===== config.mk =====
export PLATFORM = sky130hd
export DESIGN_NAME = ram_stream_reader_flat
export DESIGN_NICKNAME = d
export VERILOG_FILES = /design/src/rtl/ram_stream_pkg.sv /design/src/rtl/ram_stream_reader_if.sv /design/src/rtl/ram_stream_reader_fifo2.sv /design/src/rtl/ram_stream_reader.sv /design/src/flat_wrapper.sv
export SDC_FILE = /design/constraint.sdc
export NUM_CORES = 1
export LEC_CHECK = 0
export ABC_CLOCK_PERIOD_IN_PS = 7100
export CAP_MARGIN = 20
export CORE_ASPECT_RATIO = 0.7
export CORE_MARGIN = 8
export CORE_UTILIZATION = 40
export CTS_BUF_LIST = sky130_fd_sc_hd__clkbuf_8
export CTS_CLUSTER_DIAMETER = 50
export DETAILED_ROUTE_END_ITERATION = 8
export RECOVER_POWER = 25
export SYNTH_ARGS = -nofsm -noshare
export SYNTH_HDL_FRONTEND = slang
export SYNTH_SLANG_ARGS = --single-unit

===== constraint.sdc =====
create_clock -name clk -period 7.1 [get_ports clk]
set_input_delay 1.42 -clock clk [delete_from_list [all_inputs] [get_ports clk]]
set_output_delay 1.42 -clock clk [all_outputs]
set_load 0.01 [all_outputs]

===== src/rtl/ram_stream_pkg.sv =====
// Shared types and constants for the RAM stream reader block:
// FSM state encoding, FIFO depth and default RAM geometry.
package ram_stream_pkg;

    localparam int DEF_AW     = 6;
    localparam int DEF_DW     = 16;
    localparam int FIFO_DEPTH = 2;

    typedef enum logic [1:0] {
        IDLE  = 2'd0,
        RUN   = 2'd1,
        DRAIN = 2'd2
    } state_t;

endpackage


===== src/rtl/ram_stream_reader_if.sv =====
// Valid/ready stream carrying one RAM word per beat plus an end-of-block marker.
interface ram_stream_reader_if
    import ram_stream_pkg::*;
#(
    parameter int DW = DEF_DW
);

    logic          valid;
    logic          ready;
    logic [DW-1:0] data;
    logic          last;

    modport master (
        output valid,
        output data,
        output last,
        input  ready
    );

    modport slave (
        input  valid,
        input  data,
        input  last,
        output ready
    );

endinterface


===== src/rtl/ram_stream_reader_fifo2.sv =====
// Two-entry FIFO holding captured RAM words together with their last flag.
// Push and pop in the same cycle leave the occupancy unchanged; a push while
// full is only honoured when a pop frees a slot in the same cycle.
module ram_stream_fifo2
    import ram_stream_pkg::*;
#(
    parameter int W = DEF_DW + 1
)
(
    input  logic         clk,
    input  logic         rst_n,
    input  logic         push,
    input  logic [W-1:0] push_data,
    input  logic         pop,
    output logic [W-1:0] head_data,
    output logic [1:0]   count,
    output logic         full,
    output logic         empty
);

    logic [W-1:0]          mem_reg [FIFO_DEPTH];
    logic                  wr_ptr_reg;
    logic                  rd_ptr_reg;
    logic [1:0]            count_reg;
    logic                  do_push;
    logic                  do_pop;
    logic [FIFO_DEPTH-1:0] wr_en;

    assign full    = (count_reg == 2'(FIFO_DEPTH));
    assign empty   = (count_reg == 2'd0);
    assign do_pop  = pop & ~empty;
    assign do_push = push & (~full | do_pop);

    // One write enable per storage slot, selected by the write pointer.
    generate
        for (genvar gi = 0; gi < FIFO_DEPTH; gi++) begin : g_wr_en
            assign wr_en[gi] = do_push & (wr_ptr_reg == 1'(gi));
        end
    endgenerate

    // Storage slots; cleared on reset so the head reads as zero when idle.
    always_ff @(posedge clk) begin
        if (!rst_n) begin
            for (int i = 0; i < FIFO_DEPTH; i++) begin
                mem_reg[i] <= '0;
            end
        end else begin
            for (int i = 0; i < FIFO_DEPTH; i++) begin
                if (wr_en[i]) begin
                    mem_reg[i] <= push_data;
                end
            end
        end
    end

    // Pointer and occupancy bookkeeping.
    always_ff @(posedge clk) begin
        if (!rst_n) begin
            wr_ptr_reg <= 1'b0;
            rd_ptr_reg <= 1'b0;
            count_reg  <= 2'd0;
        end else begin
            if (do_push) begin
                wr_ptr_reg <= ~wr_ptr_reg;
            end
            if (do_pop) begin
                rd_ptr_reg <= ~rd_ptr_reg;
            end
            case ({do_push, do_pop})
                2'b10:   count_reg <= count_reg + 2'd1;
                2'b01:   count_reg <= count_reg - 2'd1;
                default: count_reg <= count_reg;
            endcase
        end
    end

    assign head_data = mem_reg[rd_ptr_reg];
    assign count     = count_reg;

endmodule


===== src/rtl/ram_stream_reader.sv =====
// Read-side engine for a synchronous-read dual-port RAM. On start it reads
// len words beginning at base (address wraps modulo 2^AW) and streams them
// out over a valid/ready interface, tagging the final word with last.
// The first read is issued in the start cycle itself so the first beat is
// presented two cycles later; a two-entry FIFO sustains one word per cycle.
// Optional feature: define RAM_STREAM_READER_CNT_EN to add the beat_cnt port.
module ram_stream_reader
    import ram_stream_pkg::*;
#(
    parameter int AW = DEF_AW,
    parameter int DW = DEF_DW
)
(
    input  logic          clk,
    input  logic          rst_n,
    input  logic          start,
    input  logic [AW-1:0] base,
    input  logic [AW:0]   len,
    output logic          busy,
    output logic          done,
    output logic [AW-1:0] ram_addr,
    input  logic [DW-1:0] ram_rdata,
`ifdef RAM_STREAM_READER_CNT_EN
    output logic [AW:0]   beat_cnt,
`endif
    ram_stream_reader_if.master m
);

    state_t        state_reg, state_next;
    logic [AW-1:0] base_reg, base_next;
    logic [AW:0]   len_reg, len_next;
    logic [AW:0]   issued_reg, issued_next;
    logic          inflight_reg, inflight_next;
    logic          inflight_last_reg, inflight_last_next;
    logic          done_zero_reg, done_zero_next;

    logic          fire;
    logic          final_fire;
    logic [2:0]    slots_used;
    logic [AW-1:0] issue_base;
    logic [AW:0]   issue_idx;

    logic [DW:0]   fifo_head;
    logic [1:0]    fifo_count;
    logic          fifo_full;
    logic          fifo_empty;

    assign fire = m.valid & m.ready;

    // Slots that will be occupied at the end of this cycle: stored words plus
    // the word arriving from the RAM, minus the one leaving downstream. A new
    // read may only issue when its data is guaranteed a slot next cycle.
    assign slots_used = {1'b0, fifo_count} + {2'b00, inflight_reg} - {2'b00, fire};

    // Next-state logic: start handling, read issue and end-of-block detection.
    always_comb begin
        state_next         = state_reg;
        base_next          = base_reg;
        len_next           = len_reg;
        issued_next        = issued_reg;
        inflight_next      = 1'b0;
        inflight_last_next = 1'b0;
        done_zero_next     = 1'b0;
        final_fire         = 1'b0;
        issue_base         = base_reg;
        issue_idx          = issued_reg;

        case (state_reg)
            IDLE: begin
                if (start) begin
                    if (len == '0) begin
                        done_zero_next = 1'b1;
                    end else begin
                        // The FIFO is empty and nothing is in flight here,
                        // so the first read goes out straight away.
                        base_next          = base;
                        len_next           = len;
                        issue_base         = base;
                        issue_idx          = '0;
                        issued_next        = (AW+1)'(1);
                        inflight_next      = 1'b1;
                        inflight_last_next = (len == (AW+1)'(1));
                        state_next         = RUN;
                    end
                end
            end
            RUN: begin
                if ((issued_reg < len_reg) && (slots_used < 3'd2) && (~fifo_full | fire)) begin
                    issued_next        = issued_reg + (AW+1)'(1);
                    inflight_next      = 1'b1;
                    inflight_last_next = (issued_reg == len_reg - (AW+1)'(1));
                end
                if (issued_next == len_reg) begin
                    state_next = DRAIN;
                end
            end
            DRAIN: begin
                if (fire && fifo_head[DW]) begin
                    final_fire = 1'b1;
                    state_next = IDLE;
                end
            end
            default: begin
                state_next = IDLE;
            end
        endcase
    end

    // State, latched request and read-pipeline registers.
    always_ff @(posedge clk) begin
        if (!rst_n) begin
            state_reg         <= IDLE;
            base_reg          <= '0;
            len_reg           <= '0;
            issued_reg        <= '0;
            inflight_reg      <= 1'b0;
            inflight_last_reg <= 1'b0;
            done_zero_reg     <= 1'b0;
        end else begin
            state_reg         <= state_next;
            base_reg          <= base_next;
            len_reg           <= len_next;
            issued_reg        <= issued_next;
            inflight_reg      <= inflight_next;
            inflight_last_reg <= inflight_last_next;
            done_zero_reg     <= done_zero_next;
        end
    end

    assign ram_addr = issue_base + issue_idx[AW-1:0];

    ram_stream_fifo2 #(
        .W (DW + 1)
    ) u_fifo (
        .clk       (clk),
        .rst_n     (rst_n),
        .push      (inflight_reg),
        .push_data ({inflight_last_reg, ram_rdata}),
        .pop       (fire),
        .head_data (fifo_head),
        .count     (fifo_count),
        .full      (fifo_full),
        .empty     (fifo_empty)
    );

    assign m.valid = ~fifo_empty;
    assign m.data  = fifo_head[DW-1:0];
    assign m.last  = fifo_head[DW] & ~fifo_empty;

    assign done = done_zero_reg | final_fire;
    assign busy = (state_reg != IDLE) & ~final_fire;

`ifdef RAM_STREAM_READER_CNT_EN
    logic [AW:0] beat_cnt_reg;

    // Beats accepted in the current transfer; held after done until next start.
    always_ff @(posedge clk) begin
        if (!rst_n) begin
            beat_cnt_reg <= '0;
        end else if ((state_reg == IDLE) && start) begin
            beat_cnt_reg <= '0;
        end else if (fire) begin
            beat_cnt_reg <= beat_cnt_reg + (AW+1)'(1);
        end
    end

    assign beat_cnt = beat_cnt_reg;
`endif

endmodule


===== src/flat_wrapper.sv =====
// flat-port wrapper written by rule: the top's interface ports become plain ports
module ram_stream_reader_flat import ram_stream_pkg::*;
#(
    parameter int AW = DEF_AW,
    parameter int DW = DEF_DW
)
  (clk, rst_n, start, base, len, busy, done, ram_addr, ram_rdata, m_valid, m_data, m_last, m_ready);
  ram_stream_reader_if #(.DW(DW)) m_i ();
  input  logic clk;
  input  logic rst_n;
  input  logic start;
  input  logic [AW-1:0] base;
  input  logic [AW:0] len;
  output logic busy;
  output logic done;
  output logic [AW-1:0] ram_addr;
  input  logic [DW-1:0] ram_rdata;
  output wire logic [$bits(m_i.valid)-1:0] m_valid;
  output wire logic [$bits(m_i.data)-1:0] m_data;
  output wire logic [$bits(m_i.last)-1:0] m_last;
  input wire logic [$bits(m_i.ready)-1:0] m_ready;
  assign m_valid = m_i.valid;
  assign m_data = m_i.data;
  assign m_last = m_i.last;
  assign m_i.ready = m_ready;
  ram_stream_reader #(.AW(AW), .DW(DW)) u_core (.clk(clk), .rst_n(rst_n), .start(start), .base(base), .len(len), .busy(busy), .done(done), .ram_addr(ram_addr), .ram_rdata(ram_rdata), .m(m_i));
endmodule

# Word level (Yosys, flattened, before mapping)
# Memory sizes are Yosys's and may differ from the RTL's. A register that Yosys moved wholly into a read port is not among the register bits.
# Cells that the tools add are included.
dict set report op_classes {
  add_sub_neg 7
  order_cmp 2
  eq_ne 12
  n_mux 39
  bitwise_logic 18
  n_reduce_logical 13
}
# op count
set op_table {}
lappend op_table {{$mux W6} 6}
lappend op_table {{$mux W17} 2}
lappend op_table {{$mux W7} 4}
lappend op_table {{$mux W1} 18}
lappend op_table {{$eq A7 B7 Y1} 2}
lappend op_table {{$pmux W7 S2} 1}
lappend op_table {{$reduce_and A3 Y1} 3}
lappend op_table {{$mux W2} 4}
lappend op_table {{$add A7 B1 Y7 const B} 1}
lappend op_table {{$and A1 B1 Y1} 7}
lappend op_table {{$eq A7 B1 Y1 const B} 1}
lappend op_table {{$logic_not A7 Y1} 1}
lappend op_table {{$lt A7 B7 Y1} 1}
lappend op_table {{$sub A7 B1 Y7 const B} 1}
lappend op_table {{$add A6 B6 Y6} 1}
lappend op_table {{$eq A2 B2 Y1 const B} 3}
lappend op_table {{$not A1 Y1} 6}
lappend op_table {{$pmux W2 S3} 1}
lappend op_table {{$reduce_bool A2 Y1} 3}
lappend op_table {{$or A1 B1 Y1} 5}
lappend op_table {{$eq A2 B1 Y1 const B} 2}
lappend op_table {{$logic_not A2 Y1} 2}
lappend op_table {{$ne A2 B1 Y1 const B} 2}
lappend op_table {{$ne A2 B2 Y1 const B} 2}
lappend op_table {{9 further kinds} 12}
dict set report word_totals {
  ff_bits 29
  mem_bits_rw 34
  in_bits 33
  output_inout_bits 26
  mem_count 1
}
# memory depth width rd rd_ports_with_merged_regs write_ports line
set memory_table {}
lappend memory_table {u_core.u_fifo.mem_reg 2 17 1 1 2 ram_stream_reader_fifo2.sv:21} ;# logic [W-1:0] mem_reg [FIFO_DEPTH];

# Longest topological paths before layout
# Gate-level depths: netlist (run 1).
dict set report depth {
  ltp_word 12
  depth_mapped 14
  ltp_nobuf 13
}

# Hierarchy
# A second synthesis (run 1) with hierarchy kept.
dict set report unflattened {
  cells_unflattened 338
  hier_area_um2 3608.5
}
# mod instances cells_per_inst area_each_um2
set modules_own_cells {}
lappend modules_own_cells {ram_stream_reader 1 234 1965.6}
lappend modules_own_cells {ram_stream_fifo2 1 104 1642.8}

# Worst setup path before layout (run 1)
# OpenSTA, ideal clock, no wires.
dict set report synth_path {
  path_kind {input to output}
  startpoint {input port len[3]}
  endpoint {output port ram_addr[5]}
  arrival_time_ns 3.913
  slack_ns 1.767
  path_stages 12
  path_buffers 1
  path_cell_list {nor4_1 > nand3_1 > nand2_1 > buf_4 > mux2i_1 > inv_1 > ha_1 > a21o_1 > a21oi_1 > o21bai_1 > a21oi_1 > xnor2_1}
}
dict set report synth_via {
  elab_chain_cells 5
  word_cells_on_any_way 8
}
# item line
set synth_rtl {}
lappend synth_rtl {{start: declaration} flat_wrapper.sv:13} ;# input logic [AW:0] len;
lappend synth_rtl {{$logic_not A7 Y1 (*)} ram_stream_reader.sv:71} ;# if (len == '0) begin
lappend synth_rtl {{$mux W6} -}
lappend synth_rtl {{$mux W6} ram_stream_reader.sv:70} ;# if (start) begin
lappend synth_rtl {{$mux W6} ram_stream_reader.sv:68} ;# case (state_reg)
lappend synth_rtl {{$add A6 B6 Y6 (*)} ram_stream_reader.sv:130} ;# assign ram_addr = issue_base + issue_idx[AW-1:0];
lappend synth_rtl {{end: declaration} flat_wrapper.sv:16} ;# output logic [AW-1:0] ram_addr;
# Every way passes the cells marked *; elsewhere a longest branch is shown, timed or not.

# Worst setup path in the final report (run 1)
# Ends and elaborated chain as after synthesis.

==> results of run 1 <==
[cell type report]
class	instances	area (um^2)
clock inverters	7	56.3
well taps	124	155
flip-flops and latches	64	1620
clock buffers	9	124
multi-input cells	242	1780
inverters	25	93.8
repair buffers	62	603
fillers	854	4450
[stage by stage]
step	cells	area [um^2]	hold slack, ns
2_1_floorplan	348	3590	0.462
3_3_place_gp	516	4270	0.485
5_1_grt	533	4440	0.535
6_report	533	4440	0.512
3_5_place_dp	516	4270	0.491
4_1_cts	532	4450	0.510
[power groups by stage]
stage	Combinational (W)	Sequential, W	Clock [W]
finish	0.000583	0.000524	0.000280
global route	0.000643	0.000535	0.000305
CTS	0.000593	0.000525	0.000289
detailed placement	0.000588	0.000533	0
global placement	0.000580	0.000532	0
floorplan	0.000411	0.000497	0
[critical path, cell delays in order]
cell and delay, ns:
clkdlybuf4s50_1 0.43, nor4_1 0.60, nand3_1 0.24, nand2_1 0.18, buf_4 0.29, mux2_2 0.38, ha_1 0.34, a21oi_1 0.22
o21bai_1 0.09, a21oi_1 0.18, xnor2_1 0.14, clkdlybuf4s50_1 0.56
[cells in the mapped netlist (2+ instances only)]
library cell | n | area (um^2)
inv_1 | 25 | 93.8
a31o_2 | 2 | 17.5
mux2i_1 | 7 | 70.1
nor4_1 | 3 | 18.8
o211ai_1 | 3 | 22.5
nand3_1 | 10 | 50.1
dfxtp_1 | 30 | 601
a21oi_1 | 24 | 120
nand2b_1 | 4 | 25.0
or3_1 | 3 | 18.8
mux2_2 | 20 | 225
nand4_1 | 3 | 18.8
xor2_1 | 15 | 131
o21ai_0 | 8 | 40.0
and3_1 | 5 | 31.3
o2111ai_1 | 2 | 17.5
fa_1 | 2 | 40.0
xnor2_1 | 11 | 96.3
clkbuf_1 | 11 | 41.3
ha_1 | 16 | 200
and2_1 | 24 | 150
edfxtp_1 | 34 | 1020
nand3b_1 | 2 | 15.0
nand2_1 | 21 | 78.8
buf_2 | 3 | 15.0
nor2_1 | 24 | 90.1
nor2b_1 | 2 | 12.5
nor3_1 | 4 | 20.0
a21o_1 | 3 | 22.5
[kinds of logic after synthesis]
| group | after synthesis |
|---|---|
| xor+xnor | 26 |
| flops | 64 |
| fa+ha+maj | 18 |
| compound gates | 55 |
| buf+inv | 42 |
| simple gates | 116 |
| mux | 27 |
[per-layer routing]
| layer | up-vias | part of all wire | GRT usage |
|---|---|---|---|
| met5 | - | 0 | 0 |
| met2 | 61 | 0.46 | 0.221 |
| met3 | 2 | 0.056 | 0.0391 |
| met4 | 0 | 0.0054 | 0.0321 |
| li1 | 1343 | - | - |
| met1 | 1241 | 0.48 | 0.185 |
[worst max-delay path by stage]
stage                     startpoint           to  slack (ns)  cells after the start
after global placement        len[3]  ram_addr[5]        0.71                     12
after CTS                     len[4]  ram_addr[5]        0.63                     12
final                         len[3]  ram_addr[5]        0.60                     12
after detailed placement      len[4]  ram_addr[5]        0.65                     12
after global routing          len[4]  ram_addr[5]        0.34                     12
after floorplan               len[3]  ram_addr[5]        1.77                     12
==> impl_metrics.csv, run 1 <==
group,metric,value,unit
route,totalWireLength,8.19,mm
route,wl_per_cell,15.4,um
global_routing,grt_max_degree,23,
critical_path,ff2ff_setup_slack,3.53,ns
floorplanning,fp.dieW,129,um
global_routing,grt_overflow,0,
clocking,cts_tree,"built",
logic_synthesis,avgSynthCellArea,10.3,um^2
cells_and_area,largest_reg_flops,34,
min_path,hold_path.class,"flop to flop",
timing,rsz0062_at_grt,"false",
cells_and_area,diodes,0,
critical_path,end_kind,"output pin",
critical_path,reg2reg_depth,13,
timing,slew_headroom,0.316,
route,dr_total_vias,2647,
clocking,cts.sinks,64,
critical_path,worstPathArrival,5.08,ns
min_path,min_to,"u_core.len_reg[6]$_SDFFE_PN0P_",
timing,setup_viol,0,
timing,fin_setup_tns,0,ns
clocking,numCtsBuffers,9,
timing,period_minus_slack,6.50,ns
placement,pre_cts_ws,0.651,ns
logic_synthesis,synth_flop_cell,"edfxtp_1",
logic_synthesis,synth_adder_area_share,0.0669,
timing,hold_viol,0,
route,first_pass_iters,4,
clocking,clock_path_buffers,2,
timing,tightestPinTransition,1.03,ns
route,postRouteAntennaNets,0,
min_path,hold_depth,2,
global_routing,grt_first_pass_wirelength,13.4,mm
critical_path,worstPathMaxFanout,21,
global_routing,grtUsageTotal,0.139,
logic_synthesis,synth_xor_xnor_area_share,0.0635,
placement,port_buffers,58,
critical_path,start_kind,"primary input",
pwr,sw_frac_of_total,0.363,
pwr,p_sw,0.000503,W
min_path,holdCritStartpoint,"u_core.len_reg[6]$_SDFFE_PN0P_",
cells_and_area,final_common_cell,"clkdlybuf4s50_1",
timing,final_max_slew_viol_count,0,
floorplanning,die_area,0.0123,mm^2
pwr,pwr-share-seq,0.378,
pwr,leakagePower,1.78,nW
floorplanning,fp.coreArea,0.00889,mm^2
logic_synthesis,synthesis.area,0.00359,mm^2
run,drv_cap,0,
floorplanning,start_util,0.404,
critical_path,crit_required,5.68,ns
floorplanning,pin_count,59,
cells_and_area,layout_common_cells,"clkdlybuf4s50_1 (57), edfxtp_1 (34), dfxtp_1 (30)",
placement,dpl.hpwl,6.00,mm
logic_synthesis,synth-simple-area-share,0.182,
clocking,hold_buffers,0,
pwr,power_frac_comb,0.420,
logic_synthesis,syn_inst,348,
logic_synthesis,synth.area.mux_share,0.0823,
status,status,"finished, final reports clean",
logic_synthesis,synth_edf_count,34,
timing,fin_crit_sh,0.916,
logic_synthesis,synth_compound_area_frac,0.105,
cells_and_area,post-route-util,0.499,
placement,gp_congestion,0.838,
route,viasPerCell,4.97,
cells_and_area,drive_gt1_frac,0.120,
pwr,power.total,0.00139,W
clocking,cts_setup_buffers,0,
floorplanning,placement_rows,29,
clocking,clk_latency,0.34,ns
global_routing,antenna_found_initial,0,
floorplanning,die_y,95.2,um
pwr,vdd_drop_max,0.135,mV
pwr,p_clk_frac,0.202,
logic_synthesis,synth_top_family_by_area,"simple AND/OR/NAND/NOR gates",
logic_synthesis,yosysSeqAreaShare,0.452,
critical_path,rr_endpoint,"u_core.inflight_last_reg$_SDFF_PN0_",
timing,worst_slack,0.600,ns
logic_synthesis,synth-seq-cells,64,
clocking,cts_resized,0,
timing,fmax,154,MHz
route,drt_drc_violations_left,0,
clocking,cts_max_level,3,
critical_path,rr_startpoint,"u_core.u_fifo.count[1]$_SDFFE_PN0P_",
critical_path,worstSetupPathType,"primary input to output pin",
logic_synthesis,yosys_warnings,0,
logic_synthesis,async_flop_share,0,
clocking,cts-root-buf,"clkbuf_8",
logic_synthesis,ys_types,56,
timing,fin_skew,0.0102,ns
route,initialDrtViolationCount,153,
cells_and_area,area_delta_synth_final,23.6,%
global_routing,grt_pass1_vias,2683,
clocking,clk_pin_slew,0.08,ns
pwr,powerDensity,313,mW/mm^2
cells_and_area,final_nets,455,
logic_synthesis,synth_nets,399,
pwr,internal_power,0.000884,W
Power figures use the tool's default switching activity.
==> run 2, diff against run 1 <==
--- a/config.mk
+++ b/config.mk
@@ -5,7 +5,7 @@
 export SDC_FILE = /design/constraint.sdc
 export NUM_CORES = 1
 export LEC_CHECK = 0
-export ABC_CLOCK_PERIOD_IN_PS = 7100
+export ABC_CLOCK_PERIOD_IN_PS = 6800
 export CAP_MARGIN = 20
 export CORE_ASPECT_RATIO = 0.7
 export CORE_MARGIN = 8
==> constraint.sdc (replaced) <==
create_clock -name clk -period 6.8 [get_ports clk]
set_input_delay 1.36 -clock clk [delete_from_list [all_inputs] [get_ports clk]]
set_output_delay 1.36 -clock clk [all_outputs]
set_load 0.01 [all_outputs]
==> run 2 against run 1 <==
Sequential power increased by 4.2%. Utilization up 0.34 points. Routed wire length decreased by 0.96%. Worst setup slack lost 0.024 ns. Highest routed layer unchanged. Design area up 0.68%. Combinational power rose by 4.8%. Non-clock buffer count is 2 higher. Total power rose by 6.7%. Final cell count increased by 0.38%. Largest cell class unchanged. Clock skew rose by 0.00098 ns. Global-route usage down 0.080 points.
==> impl_metrics.csv, run 2 (synthesis gave the netlist of run 1 again) <==
group,metric,value,unit
placement,pre_cts_ws,0.583,ns
pwr,leakagePower,1.79,nW
clocking,cts-root-buf,"clkbuf_8",
clocking,hold_buffers,0,
floorplanning,pin_count,59,
clocking,cts_max_level,3,
route,postRouteAntennaNets,0,
critical_path,crit_buf_inv,5,
cells_and_area,diodes,0,
cells_and_area,drive_gt1_frac,0.122,
placement,port_buffers,58,
timing,fin_setup_tns,0,ns
critical_path,worstSetupPathType,"primary input to output pin",
critical_path,slowest_stage,"nor4_1",
global_routing,grt_pass1_vias,2669,
floorplanning,start_util,0.404,
timing,slew_headroom,0.296,
clocking,clk_latency,0.34,ns
floorplanning,die_y,95.2,um
critical_path,reg2reg_depth,13,
floorplanning,die_area,0.0123,mm^2
clocking,cts.sinks,64,
global_routing,antenna_found_initial,0,
timing,final_max_slew_viol_count,0,
route,initialDrtViolationCount,128,
critical_path,ff2ff_setup_slack,3.22,ns
cells_and_area,stdcell_count,535,
cells_and_area,nFillCells,829,
cells_and_area,multiInputGateArea,0.00178,mm^2
route,dr_total_vias,2656,
route,drt_drc_violations_left,0,
timing,fin_skew,0.0112,ns
critical_path,critPathMaxStageDelay,0.56,ns
floorplanning,fp.dieW,129,um
clocking,clk_pin_slew,0.07,ns
run,drv_cap,0,
route,viasPerCell,4.96,
timing,tightestPinTransition,1.06,ns
min_path,holdCritStartpoint,"u_core.u_fifo.rd_ptr_reg$_SDFFE_PN0P_",
cells_and_area,final_common_cell,"clkdlybuf4s50_1",
clocking,cts_resized,0,
timing,fmax,161,MHz
placement,dp.cells,518,
critical_path,end_kind,"output pin",
clocking,cts_tree,"built",
timing,hold_viol,0,
min_path,hold_depth,2,
cells_and_area,final_nets,457,
global_routing,grt_first_pass_wirelength,13.4,mm
timing,setup_viol,0,
cells_and_area,layout_common_cells,"clkdlybuf4s50_1 (57), edfxtp_1 (34), dfxtp_1 (30)",
floorplanning,placement_rows,29,
floorplanning,fp.coreArea,0.00889,mm^2
route,wl_per_cell,15.2,um
route,first_pass_iters,5,
pwr,powerDensity,331,mW/mm^2
critical_path,path_cells,"clkdlybuf4s50_1 > nor4_1 > nand3_1 > nand2_1 > buf_4 > mux2_2 > ha_1 > inv_1 > fa_1 > inv_1 > a21o_1 > a21oi_1 > xnor2_1 > clkdlybuf4s50_1",
clocking,cts_setup_buffers,0,
route,totalWireLength,8.11,mm
timing,fin_crit_sh,0.915,
critical_path,start_kind,"primary input",
min_path,hold_path.class,"flop to flop",
clocking,clock_path_buffers,2,
critical_path,crit_required,5.44,ns
critical_path,path_delay_family,"buffers and inverters",
critical_path,rr_startpoint,"u_core.u_fifo.count[1]$_SDFFE_PN0P_",
timing,period_minus_slack,6.22,ns
critical_path,rr_endpoint,"u_core.inflight_last_reg$_SDFF_PN0_",
cells_and_area,largest_reg_flops,34,
pwr,vdd_drop_max,0.133,mV
global_routing,grtUsageTotal,0.138,
clocking,numCtsBuffers,9,
placement,dpl.hpwl,5.99,mm
status,status,"finished, final reports clean",
global_routing,grt_max_degree,23,
critical_path,worstPathMaxFanout,11,
cells_and_area,regArea,0.00162,mm^2
placement,gp_congestion,0.819,
global_routing,grt_overflow,0,
timing,rsz0062_at_grt,"false",
timing,worst_slack,0.576,ns
critical_path,worstPathArrival,4.86,ns
cells_and_area,area_delta_synth_final,24.5,%
## run 2: cell count changes in the layout (fill, tap and decap cells not counted)
cell / delta
buf_4: +2
bufinv_16: +1
clkinv_1: +1
clkinv_4: -3
clkinvlp_4: +1
## run 2: worst reg2reg max path: stages (launching register included)
cell	delay, ns
dfxtp_1	0.40
nor2_1	0.24
inv_1	0.10
nand2_1	0.17
inv_1	0.09
ha_1	0.30
nand2b_1	0.15
fa_1	0.48
nand2b_1	0.09
a2111oi_4	0.31
o21ai_2	0.17
nor4_4	0.55
nand4_1	0.25
o41ai_1	0.15
## run 2: final cells by class
cell class,count,share of cell area
clock buffers,9,0.0277
multi-input cells,242,0.399
flip-flops and latches,64,0.363
clock inverters,7,0.0160
repair buffers,64,0.138
well taps,124,0.0347
inverters,25,0.0210
## run 2: power breakdown
| part | switching, W | internal (W) | leakage, nW |
|---|---|---|---|
| registers | 0.0000651 | 0.000481 | 0.600 |
| clock network | 0.000152 | 0.000169 | 0.0933 |
| logic | 0.000300 | 0.000311 | 1.10 |
| total | 0.000517 | 0.000962 | 1.79 |
## run 2: how the worst max path moves through the flow
stage | start | to | slack, ns | cells after the start
2_1_floorplan | len[3] | ram_addr[5] | 1.59 | 12
3_3_place_gp | len[3] | ram_addr[5] | 0.62 | 13
3_5_place_dp | len[3] | ram_addr[5] | 0.58 | 13
4_1_cts | len[3] | ram_addr[5] | 0.55 | 13
5_1_grt | len[3] | ram_addr[4] | 0.29 | 14
6_report | len[3] | ram_addr[4] | 0.58 | 14
## run 2: layer usage
metal	vias up	global-route usage	part of all wire
met2	56	0.211	0.45
met3	4	0.0330	0.050
met4	0	0.0477	0.0084
met1	1254	0.189	0.49
li1	1342	-	-
met5	-	0	0
## run 2: stage by stage
stage	cell area, um^2	total power [W]	utilization	hold slack, ns
after floorplan	3590	0.000947	-	0.462
after global placement	4280	0.00117	0.482	0.487
after global routing	4470	0.00158	0.502	0.558
after CTS	4480	0.00150	0.504	0.519
final	4470	0.00148	0.502	0.516
after detailed placement	4280	0.00117	0.482	0.497
==> run 3, diff against run 2 <==
--- a/config.mk
+++ b/config.mk
@@ -13,7 +13,9 @@
 export CTS_BUF_LIST = sky130_fd_sc_hd__clkbuf_8
 export CTS_CLUSTER_DIAMETER = 50
 export DETAILED_ROUTE_END_ITERATION = 8
+export DONT_BUFFER_PORTS = 1
 export RECOVER_POWER = 25
+export SKIP_LAST_GASP = 1
 export SYNTH_ARGS = -nofsm -noshare
 export SYNTH_HDL_FRONTEND = slang
 export SYNTH_SLANG_ARGS = --single-unit
==> run 3 against run 2 <==
Critical path depth decreased by 3. Clock skew is 0.0040 ns higher. Clock-buffer cell count unchanged. Global-route usage fell by 0.38 points. Total power decreased by 3.8%. Critical path type unchanged. Critical endpoint is now ram_addr[5].
==> impl_metrics.csv, run 3 (synthesis gave the netlist of run 1 again) <==
group,metric,value,unit
clocking,cts_tree,"built",
timing,fin_crit_sh,0.823,
cells_and_area,multiInputGateArea,0.00178,mm^2
cells_and_area,final_common_cell,"edfxtp_1",
route,dr_total_vias,2489,
floorplanning,die_y,95.2,um
placement,gp_congestion,0.843,
route,viasPerCell,5.25,
critical_path,ff2ff_setup_slack,3.32,ns
route,first_pass_iters,4,
pwr,leakagePower,1.58,nW
pwr,vdd_drop_max,0.154,mV
status,status,"finished, final reports clean",
route,wl_per_cell,16.6,um
critical_path,worstPathMaxFanout,14,
floorplanning,fp.dieW,129,um
critical_path,rr_endpoint,"u_core.issued_reg[6]$_SDFFE_PN0P_",
cells_and_area,largest_reg_flops,34,
placement,port_buffers,0,
timing,hold_viol,0,
cells_and_area,diodes,0,
clocking,clk_latency,0.34,ns
floorplanning,die_area,0.0123,mm^2
global_routing,grtUsageTotal,0.135,
timing,final_max_slew_viol_count,0,
cells_and_area,regArea,0.00162,mm^2
timing,slew_headroom,0.306,
pwr,power.total,0.00142,W
global_routing,grt_first_pass_wirelength,12.9,mm
critical_path,reg2reg_depth,13,
pwr,powerDensity,364,mW/mm^2
run,drv_cap,0,
critical_path,rr_startpoint,"u_core.u_fifo.count[1]$_SDFFE_PN0P_",
min_path,holdCritStartpoint,"u_core.u_fifo.rd_ptr_reg$_SDFFE_PN0P_",
route,initialDrtViolationCount,195,
cells_and_area,nFillCells,861,
global_routing,grt_max_degree,23,
floorplanning,pin_count,59,
critical_path,start_kind,"primary input",
critical_path,crit_required,5.44,ns
clocking,clock_path_buffers,2,
clocking,numCtsBuffers,9,
timing,tightestPinTransition,1.04,ns
timing,period_minus_slack,5.59,ns
clocking,cts_max_level,3,
timing,setup_viol,0,
timing,rsz0062_at_grt,"false",
route,postRouteAntennaNets,0,
floorplanning,fp.coreArea,0.00889,mm^2
critical_path,worstSetupPathType,"primary input to output pin",
floorplanning,start_util,0.404,
cells_and_area,final_nets,396,
min_path,hold_path.class,"flop to flop",
clocking,cts-root-buf,"clkbuf_8",
clocking,cts_resized,0,
cells_and_area,layout_common_cells,"edfxtp_1 (34), dfxtp_1 (30), inv_1 (25)",
route,drt_drc_violations_left,0,
clocking,cts.sinks,64,
global_routing,grt_pass1_vias,2459,
critical_path,worstPathArrival,4.23,ns
floorplanning,placement_rows,29,
global_routing,grt_overflow,0,
min_path,hold_depth,2,
cells_and_area,drive_gt1_frac,0.134,
clocking,clk_pin_slew,0.07,ns
critical_path,end_kind,"output pin",
timing,fmax,179,MHz
route,totalWireLength,7.88,mm
timing,fin_setup_tns,0,ns
cells_and_area,area_delta_synth_final,8.96,%
timing,fin_skew,0.0152,ns
clocking,hold_buffers,0,
placement,dpl.hpwl,5.85,mm
global_routing,antenna_found_initial,0,
clocking,cts_setup_buffers,0,
run 3: changes by cell type in the layout (fill, tap and decap cells not counted), sizes merged:
cell and delta:
buf -3, bufinv +2, clkdlybuf4s50 -57, clkinv -2
dlygate4sd3 -1
run 3: power breakdown:
part	switching (W)	internal [W]
registers	0.0000662	0.000481
logic	0.000283	0.000202
clock network	0.000147	0.000243
run 3: critical path: stages:
cell and delay [ns]:
nor4_1 0.51, nand3_1 0.26, nand2_1 0.37, buf_4 0.28, mux2_2 0.37, ha_1 0.23, a21o_1 0.16, a21oi_1 0.22
o21bai_1 0.09, a21oi_1 0.18, xnor2_1 0.20
run 3: metrics by stage:
| stage | utilization | hold WS, ns | area [um^2] | instances | setup slack, ns |
|---|---|---|---|---|---|
| 4_1_cts | 0.442 | 0.509 | 3930 | 474 | 1.20 |
| 2_1_floorplan | - | 0.462 | 3590 | 348 | 1.59 |
| 3_3_place_gp | 0.415 | 0.487 | 3690 | 458 | 1.31 |
| 5_1_grt | 0.440 | 0.531 | 3910 | 474 | 0.922 |
| 6_report | 0.440 | 0.504 | 3910 | 474 | 1.21 |
| 3_5_place_dp | 0.415 | 0.491 | 3690 | 458 | 1.22 |
run 3: cell type report:
class / count / share of cell area
multi-input cells: 242 / 0.456
flip-flops and latches: 64 / 0.415
inverters: 25 / 0.0240
clock buffers: 9 / 0.0317
repair buffers: 3 / 0.00384
clock inverters: 7 / 0.0301
well taps: 124 / 0.0397
run 3: per-layer routing:
layer | global-route usage | wire (um)
met5 | 0 | 0
met2 | 0.203 | 3520
met1 | 0.180 | 3790
met3 | 0.0274 | 419
met4 | 0.0691 | 146
run 3: how the worst max path moves through the flow:
stage	start	endpoint	slack, ns	depth (start not counted)
final	len[3]	ram_addr[5]	1.21	11
after CTS	len[3]	ram_addr[5]	1.20	11
after detailed placement	len[3]	ram_addr[5]	1.22	11
after global routing	len[3]	ram_addr[5]	0.92	11
after global placement	len[3]	ram_addr[5]	1.31	11
after floorplan	len[3]	ram_addr[5]	1.59	12
